[src/rtl/countdown_timer_pkg.sv]
// Shared state encoding and widths for the countdown timer.
package countdown_timer_pkg;

    localparam int unsigned STATE_W = 2;

    // 2'd3 is not a legal encoding; the FSM recovers from it to ST_IDLE.
    typedef enum logic [STATE_W-1:0] {
        ST_IDLE = 2'd0,
        ST_RUN  = 2'd1,
        ST_DONE = 2'd2
    } state_e;

endpackage

[src/rtl/countdown_timer.sv]
// Loadable saturating down-counter with valid/ready load and one-cycle done pulse.
// Optional periodic mode: define COUNTDOWN_TIMER_AUTO_RELOAD_EN.
module countdown_timer
    import countdown_timer_pkg::*;
#(
    parameter int unsigned DATA_WIDTH = 8,
    parameter int unsigned STEP       = 1
) (
    input  logic                  clk,
    input  logic                  rst,
    input  logic                  en,
    input  logic                  load_valid,
    input  logic [DATA_WIDTH-1:0] load_value,
    output logic                  load_ready,
    input  logic                  abort,
    output logic [DATA_WIDTH-1:0] count,
    output logic                  busy,
    output logic                  done
);

    localparam int unsigned CMP_W = DATA_WIDTH + 1;
    localparam logic [CMP_W-1:0]      STEP_CMP = CMP_W'(STEP);
    localparam logic [DATA_WIDTH-1:0] STEP_DEC = DATA_WIDTH'(STEP);

    state_e                  state;
    state_e                  state_d;
    logic [DATA_WIDTH-1:0]   count_d;
    logic                    load_ready_d;
    logic                    busy_d;
    logic                    done_d;
    logic                    accept;

`ifdef COUNTDOWN_TIMER_AUTO_RELOAD_EN
    logic [DATA_WIDTH-1:0]   reload;
    logic [DATA_WIDTH-1:0]   reload_d;
`endif

    // Next-state, datapath and next-output decode.
    always_comb begin
        state_d      = state;
        count_d      = count;
        accept       = load_valid && load_ready;
`ifdef COUNTDOWN_TIMER_AUTO_RELOAD_EN
        reload_d     = reload;
        if (accept) begin
            reload_d = load_value;
        end
`endif

        case (state)
            ST_IDLE: begin
                if (accept) begin
                    count_d = load_value;
                    state_d = (load_value != '0) ? ST_RUN : ST_DONE;
                end
            end
            ST_RUN: begin
                if (abort) begin
                    count_d = '0;
                    state_d = ST_IDLE;
                end else if (en) begin
                    // Compare one bit wider so a near-full STEP cannot alias.
                    if ({1'b0, count} > STEP_CMP) begin
                        count_d = count - STEP_DEC;
                    end else begin
                        count_d = '0;
                        state_d = ST_DONE;
                    end
                end
            end
            ST_DONE: begin
`ifdef COUNTDOWN_TIMER_AUTO_RELOAD_EN
                if (abort) begin
                    count_d = '0;
                    state_d = ST_IDLE;
                end else begin
                    count_d = reload;
                    state_d = (reload != '0) ? ST_RUN : ST_DONE;
                end
`else
                state_d = ST_IDLE;
`endif
            end
            default: begin
                count_d = '0;
                state_d = ST_IDLE;
            end
        endcase

`ifdef COUNTDOWN_TIMER_AUTO_RELOAD_EN
        load_ready_d = (state_d != ST_DONE);
`else
        load_ready_d = (state_d == ST_IDLE);
`endif
        busy_d       = (state_d != ST_IDLE);
        done_d       = (state_d == ST_DONE);
    end

    // State, datapath and registered status outputs.
    always_ff @(posedge clk) begin
        if (!rst) begin
            state      <= ST_IDLE;
            count      <= '0;
            load_ready <= 1'b1;
            busy       <= 1'b0;
            done       <= 1'b0;
`ifdef COUNTDOWN_TIMER_AUTO_RELOAD_EN
            reload     <= '0;
`endif
        end else begin
            state      <= state_d;
            count      <= count_d;
            load_ready <= load_ready_d;
            busy       <= busy_d;
            done       <= done_d;
`ifdef COUNTDOWN_TIMER_AUTO_RELOAD_EN
            reload     <= reload_d;
`endif
        end
    end

endmodule

[config.mk]
export PLATFORM = sky130hd
export DESIGN_NAME = countdown_timer
export DESIGN_NICKNAME = d
export VERILOG_FILES = /design/src/rtl/countdown_timer_pkg.sv /design/src/rtl/countdown_timer.sv
export SDC_FILE = /design/constraint.sdc
export NUM_CORES = 1
export LEC_CHECK = 0
export ABC_AREA = 1
export CAP_MARGIN = 20
export CORE_UTILIZATION = 45
export DETAILED_ROUTE_END_ITERATION = 16
export GPL_TIMING_DRIVEN = 0
export MAX_ROUTING_LAYER = met4
export PLACE_DENSITY = 0.79
export SLEW_MARGIN = 20
export SYNTH_ARGS = -nofsm -noshare
export SYNTH_HDL_FRONTEND = slang
export SYNTH_SLANG_ARGS = --single-unit
[constraint.sdc]
create_clock -name clk -period 1.7 [get_ports clk]
set_input_delay 0.425 -clock clk [delete_from_list [all_inputs] [get_ports clk]]
set_output_delay 0.425 -clock clk [all_outputs]
set_load 0.01 [all_outputs]
======== After elaboration in Yosys (flattened, before gate mapping) ========
Index checks and enable logic that the tools add are counted.
cells by class
  order comparisons ....................... 1
  bitwise operators ....................... 1
  reductions and logical operators ........ 6
  equality and inequality tests ........... 5
  add/sub/neg operators ................... 1
  multiplexer cells ....................... 11
operators with widths
  cell                   number
  $mux W8                4
  $pmux W8 S3            1
  $mux W2                5
  $gt A8 B1 Y1 const B   1
  $reduce_bool A8 Y1     1
  $sub A8 B1 Y8 const B  1
  $eq A2 B2 Y1 const B   2
  $logic_not A2 Y1       2
  $pmux W2 S2            1
  $ne A3 B3 Y1 const B   1
  $reduce_and A3 Y1      1
  $eq A2 B1 Y1 const B   1
  $ne A2 B2 Y1 const B   1
  $reduce_bool A2 Y1     1
  $logic_and A1 B1 Y1    1
  $not A1 Y1             1
storage, ports and cells
  word-level logic and storage cells ...... 30
  register bits after elaboration ......... 13

======== Longest topological paths before layout ========
  depth after elaboration ................. 6
  depth in mapped cells ................... 11
  mapped depth without buffers ............ 11

======== Least setup slack after synthesis ========
OpenSTA, ideal clock, no wires.
  path kind ............................... register -> register
  start ................................... register count[0]
  end ..................................... register count[2]
  slack ................................... 0.287 ns
  library setup time ...................... 0.070 ns
  arrival time ............................ 1.343 ns
  stages on the path, launching flop included .. 12
  path through ............................ dfxtp_1 > inv_1 > ha_1 > inv_1 > nand2_1 > nand2_1 > nor2_4 > nor2_2 > nand2_1 > o21ai_0 > nand2_1 > a21oi_1
between the ends
  cells in the longest elaborated chain, start to end .. 5
  elaborated cells on any way between the ends .. 6
  classes of those cells .................. add/sub (1); order compare (1); mux (4)
RTL lines
  item                                                  RTL line                                      text
  from (decl)                                           countdown_timer.sv:16                         output logic [DATA_WIDTH-1:0] count,
  from (signal assigned)                                countdown_timer.sv:112                        count <= count_d;
  $sub A8 B1 Y8 / $gt A8 B1 Y1 (equally long branches)  countdown_timer.sv:64, countdown_timer.sv:63
  $mux W8 (*)                                           countdown_timer.sv:63                         if ({1'b0, count} > STEP_CMP) begin
  $mux W8 (*)                                           countdown_timer.sv:61                         end else if (en) begin
  $mux W8 (*)                                           countdown_timer.sv:58                         if (abort) begin
  $pmux W8 S3 (*)                                       countdown_timer.sv:50                         case (state)
Every way passes the cells marked *; elsewhere a longest branch is shown, timed or not. The select of a mux whose other input is x is not followed.
A chain may end at the register's enable or synchronous reset.

======== Final worst setup path ========
  start ................................... register count[1]
  end ..................................... output port count[1]
No word-level cell between the ends.

==> results.py <==
metrics = {
    "die": {
        "dieHeight_um": 44.4,
        "fp.coreArea_mm2": 0.00159,
        "rows": 14,
        "initial_util_pct": 50.8,
        "dieArea_mm2": 0.00197,
        "floorplan.die.width_um": 44.4,
        "io-pin-count": 24,
    },
    "layout": {
        "post_layout_nonfiller_instances": 173,
        "antenna_cells_inserted": 0,
        "area_added_between_synthesis_and_finish_pct": 38.6,
        "final_core_occ_pct": 70.4,
        "design.final.nets": 165,
        "drive_above_1_share_pct": 17.4,
        "nFillCells": 136,
        "stdcell_area_mm2": 0.00112,
    },
    "power_and_ir_drop": {
        "power_per_cell_area_mw_per_mm2": 827,
        "leakagePower_uw": 0.000484,
        "max_rail_drop_vdd_mv": 0.529,
        "tot_pwr_uw": 928,
    },
    "sta": {
        "final.setup_skew_ns": 0.0122,
        "setup_viol": 0,
        "final-hold-violation-count": 0,
        "slew-limit-headroom_pct": 62.5,
        "fin_crit_sh_pct": 97.2,
        "holdWs_ns": 0.499,
        "tmin_final_ns": 1.65,
        "slew_viol_final": 0,
        "maxClockFrequency_mhz": 605,
        "worst_slew_pin_slew_ns": 0.560,
    },
    "yosys": {
        "ys_ff_latch": 13,
        "synthMostInstantiatedCell": "nand2_1",
        "synthCells": 122,
        "synth.yosys.seq_area_share_pct": 32.1,
        "yosys_warnings": 0,
        "dominantRegCellSynth": "dfxtp_1",
        "most_used_standard_cells_in_the_synthesized_netlist": "nand2_1, nor2_1, inv_1",
        "synth_async_sr_flop_share_pct": 0,
        "synth.distinct_cells": 21,
        "synth.top_cell.area_share_pct": 32.1,
        "synth.net_count": 137,
        "netlist_top_cells_area": "dfxtp_1, nand2_1, nor2_1",
        "syn_area_um2": 810,
        "synth_edf_count": 0,
        "syn_avg_cell_area_um2": 6.64,
        "synth_top_cell_by_area": "dfxtp_1",
    },
    "critical_path": {
        "critical_path.slowest_cell": "clkdlybuf4s50_1",
        "worst-endpoint-required_ns": 1.27,
        "cp_cell_sequence": "clkdlybuf4s50_1",
        "critical-path-max-stage-delay_ns": 0.56,
        "setup.worst_path.class": "register to output pin",
        "crit_path_arrival_time_ns": 1.23,
        "worst_setup_path_end_kind": "output pin",
        "critPathMaxFanout": 4,
        "cp.buffers_inverters": 1,
        "cp_top_family": "buffers and inverters",
        "crit_path_start_kind": "register",
    },
    "placed_design": {
        "place_hpwl_mm": 1.49,
        "placed_cell_area_mm2": 0.00107,
        "post-place-cells": 169,
        "routabilityCongestion": 0.921,
        "portBuffers": 23,
    },
    "global_route": {
        "use_met1_pct": 29.2,
        "busiest_layer_in_global_routing": "met2",
        "vias_in_the_first_global_route": 780,
        "antenna_found_initial": 0,
        "grt_util_met3_pct": 4.08,
        "largest_net_degree_at_the_start_of_global_routing": 10,
        "grt_usage_pct": 22.8,
        "groute.layer.met2.usage_pct": 34.7,
        "aggregate_global_routing_overflow": 0,
        "grt_pass1_wl_mm": 3.22,
    },
    "routing": {
        "postRouteWirelength_mm": 2.00,
        "wl_per_cell_um": 11.5,
        "dr.pass1.iters": 4,
        "total_number_of_vias": 855,
        "antenna_violating_nets_post_route": 0,
        "vias_per_cell": 4.94,
        "remaining_drcs": 0,
        "initialDrtViolationCount": 21,
    },
    "clocking": {
        "cts_inserted_buffers": 3,
        "cts.hold.buffers_added": 0,
        "clkSlewWorstSetupHoldPaths_ns": 0.09,
        "cts-htree-levels": 1,
        "ctsLongestPathBuffers": 2,
        "cts_tree": "built",
        "clk-insertion-delay-late_ns": 0.28,
        "cts_root_buf": "clkbuf_4",
        "clock_sink_count": 13,
    },
    "outcome": {
        "status": "complete, no violations",
    },
    "job": {
        "max_cap_viol_count": 0,
    },
    "hold_path": {
        "timing.hold.worst.class": "register to register",
    },
}
==> per-stage QoR <==
step                  TNS, ns  setup WS (ns)
CTS                         0        0.00747
floorplan                   0          0.287
global route        -0.000973      -0.000973
detailed placement      -1.32         -0.192
global placement        -1.10         -0.155
finish                      0         0.0472
==> area by class of cell <==
class	instances	area, um^2	share of cell area (%)
multi-input cells	90	488	43.5
flip-flops and latches	13	274	24.4
repair buffers	23	230	20.5
inverters	19	73.8	6.58
well taps	24	30.0	2.68
clock buffers	4	26.3	2.34
==> path summary, 6_finish.rpt <==
path	from	to	slack (ns)	cells after the start
hold / removal	count[0]$_SDFFE_PN0P_	count[0]$_SDFFE_PN0P_	0.50	2
hold reg to reg	count[0]$_SDFFE_PN0P_	count[0]$_SDFFE_PN0P_	0.50	2
setup / recovery	count[1]$_SDFFE_PN0P_	count[1]	0.05	1
setup reg to reg	count[1]$_SDFFE_PN0P_	count[7]$_SDFFE_PN0P_	0.19	11
==> cells in the final DEF (no fill, tap or decap), types with 2 or more instances in the layout <==
cell type and n:
o21ai_1 4, inv_1 15, o21ai_2 4, clkbuf_4 3
dfxtp_2 5, clkdlybuf4s50_1 23, nand2_2 2, nand3_1 7
nor3_1 3, inv_2 3, ha_1 2, dfxtp_4 2
nor2_1 16, nand2_1 27, o21ai_0 6, dfxtp_1 6
a21oi_1 10, nor2_4 3
==> routing by layer <==
layer | wire (um) | part of all wire (%) | up-vias
li1 | - | - | 448
met2 | 976 | 49 | 20
met1 | 908 | 45 | 383
met5 | 0 | 0 | -
met4 | 25 | 1.3 | 0
met3 | 86 | 4.3 | 4
==> where the power goes <==
| group | internal (uW) | switching (uW) |
|---|---|---|
| Sequential | 340 | 44.7 |
| Clock | 91.0 | 104 |
| Combinational | 158 | 191 |
==> flip-flops by register name (all words and copies together) (netlist names) <==
signal,flops
load_ready,1
done,1
state,2
count,8
busy,1
==> cell families after synthesis <==
group | after synthesis | synth area share, %
AOI/OAI and AO/OA | 27 | 20.1
xor gates and xnor gates | 1 | 1.08
DFF | 13 | 32.1
buffers and inverters | 19 | 9.12
adders and majority gates | 2 | 3.09
and+or+nand+nor | 60 | 34.5
==> timing repair <==
item	CTS	global route
endpoints found under the setup margin	3	7
setup buffers	0	0
hold endpoints to repair	0	0
pin swaps	0	0
gates resized for setup	3	8
(Power assumes the default switching activity.)
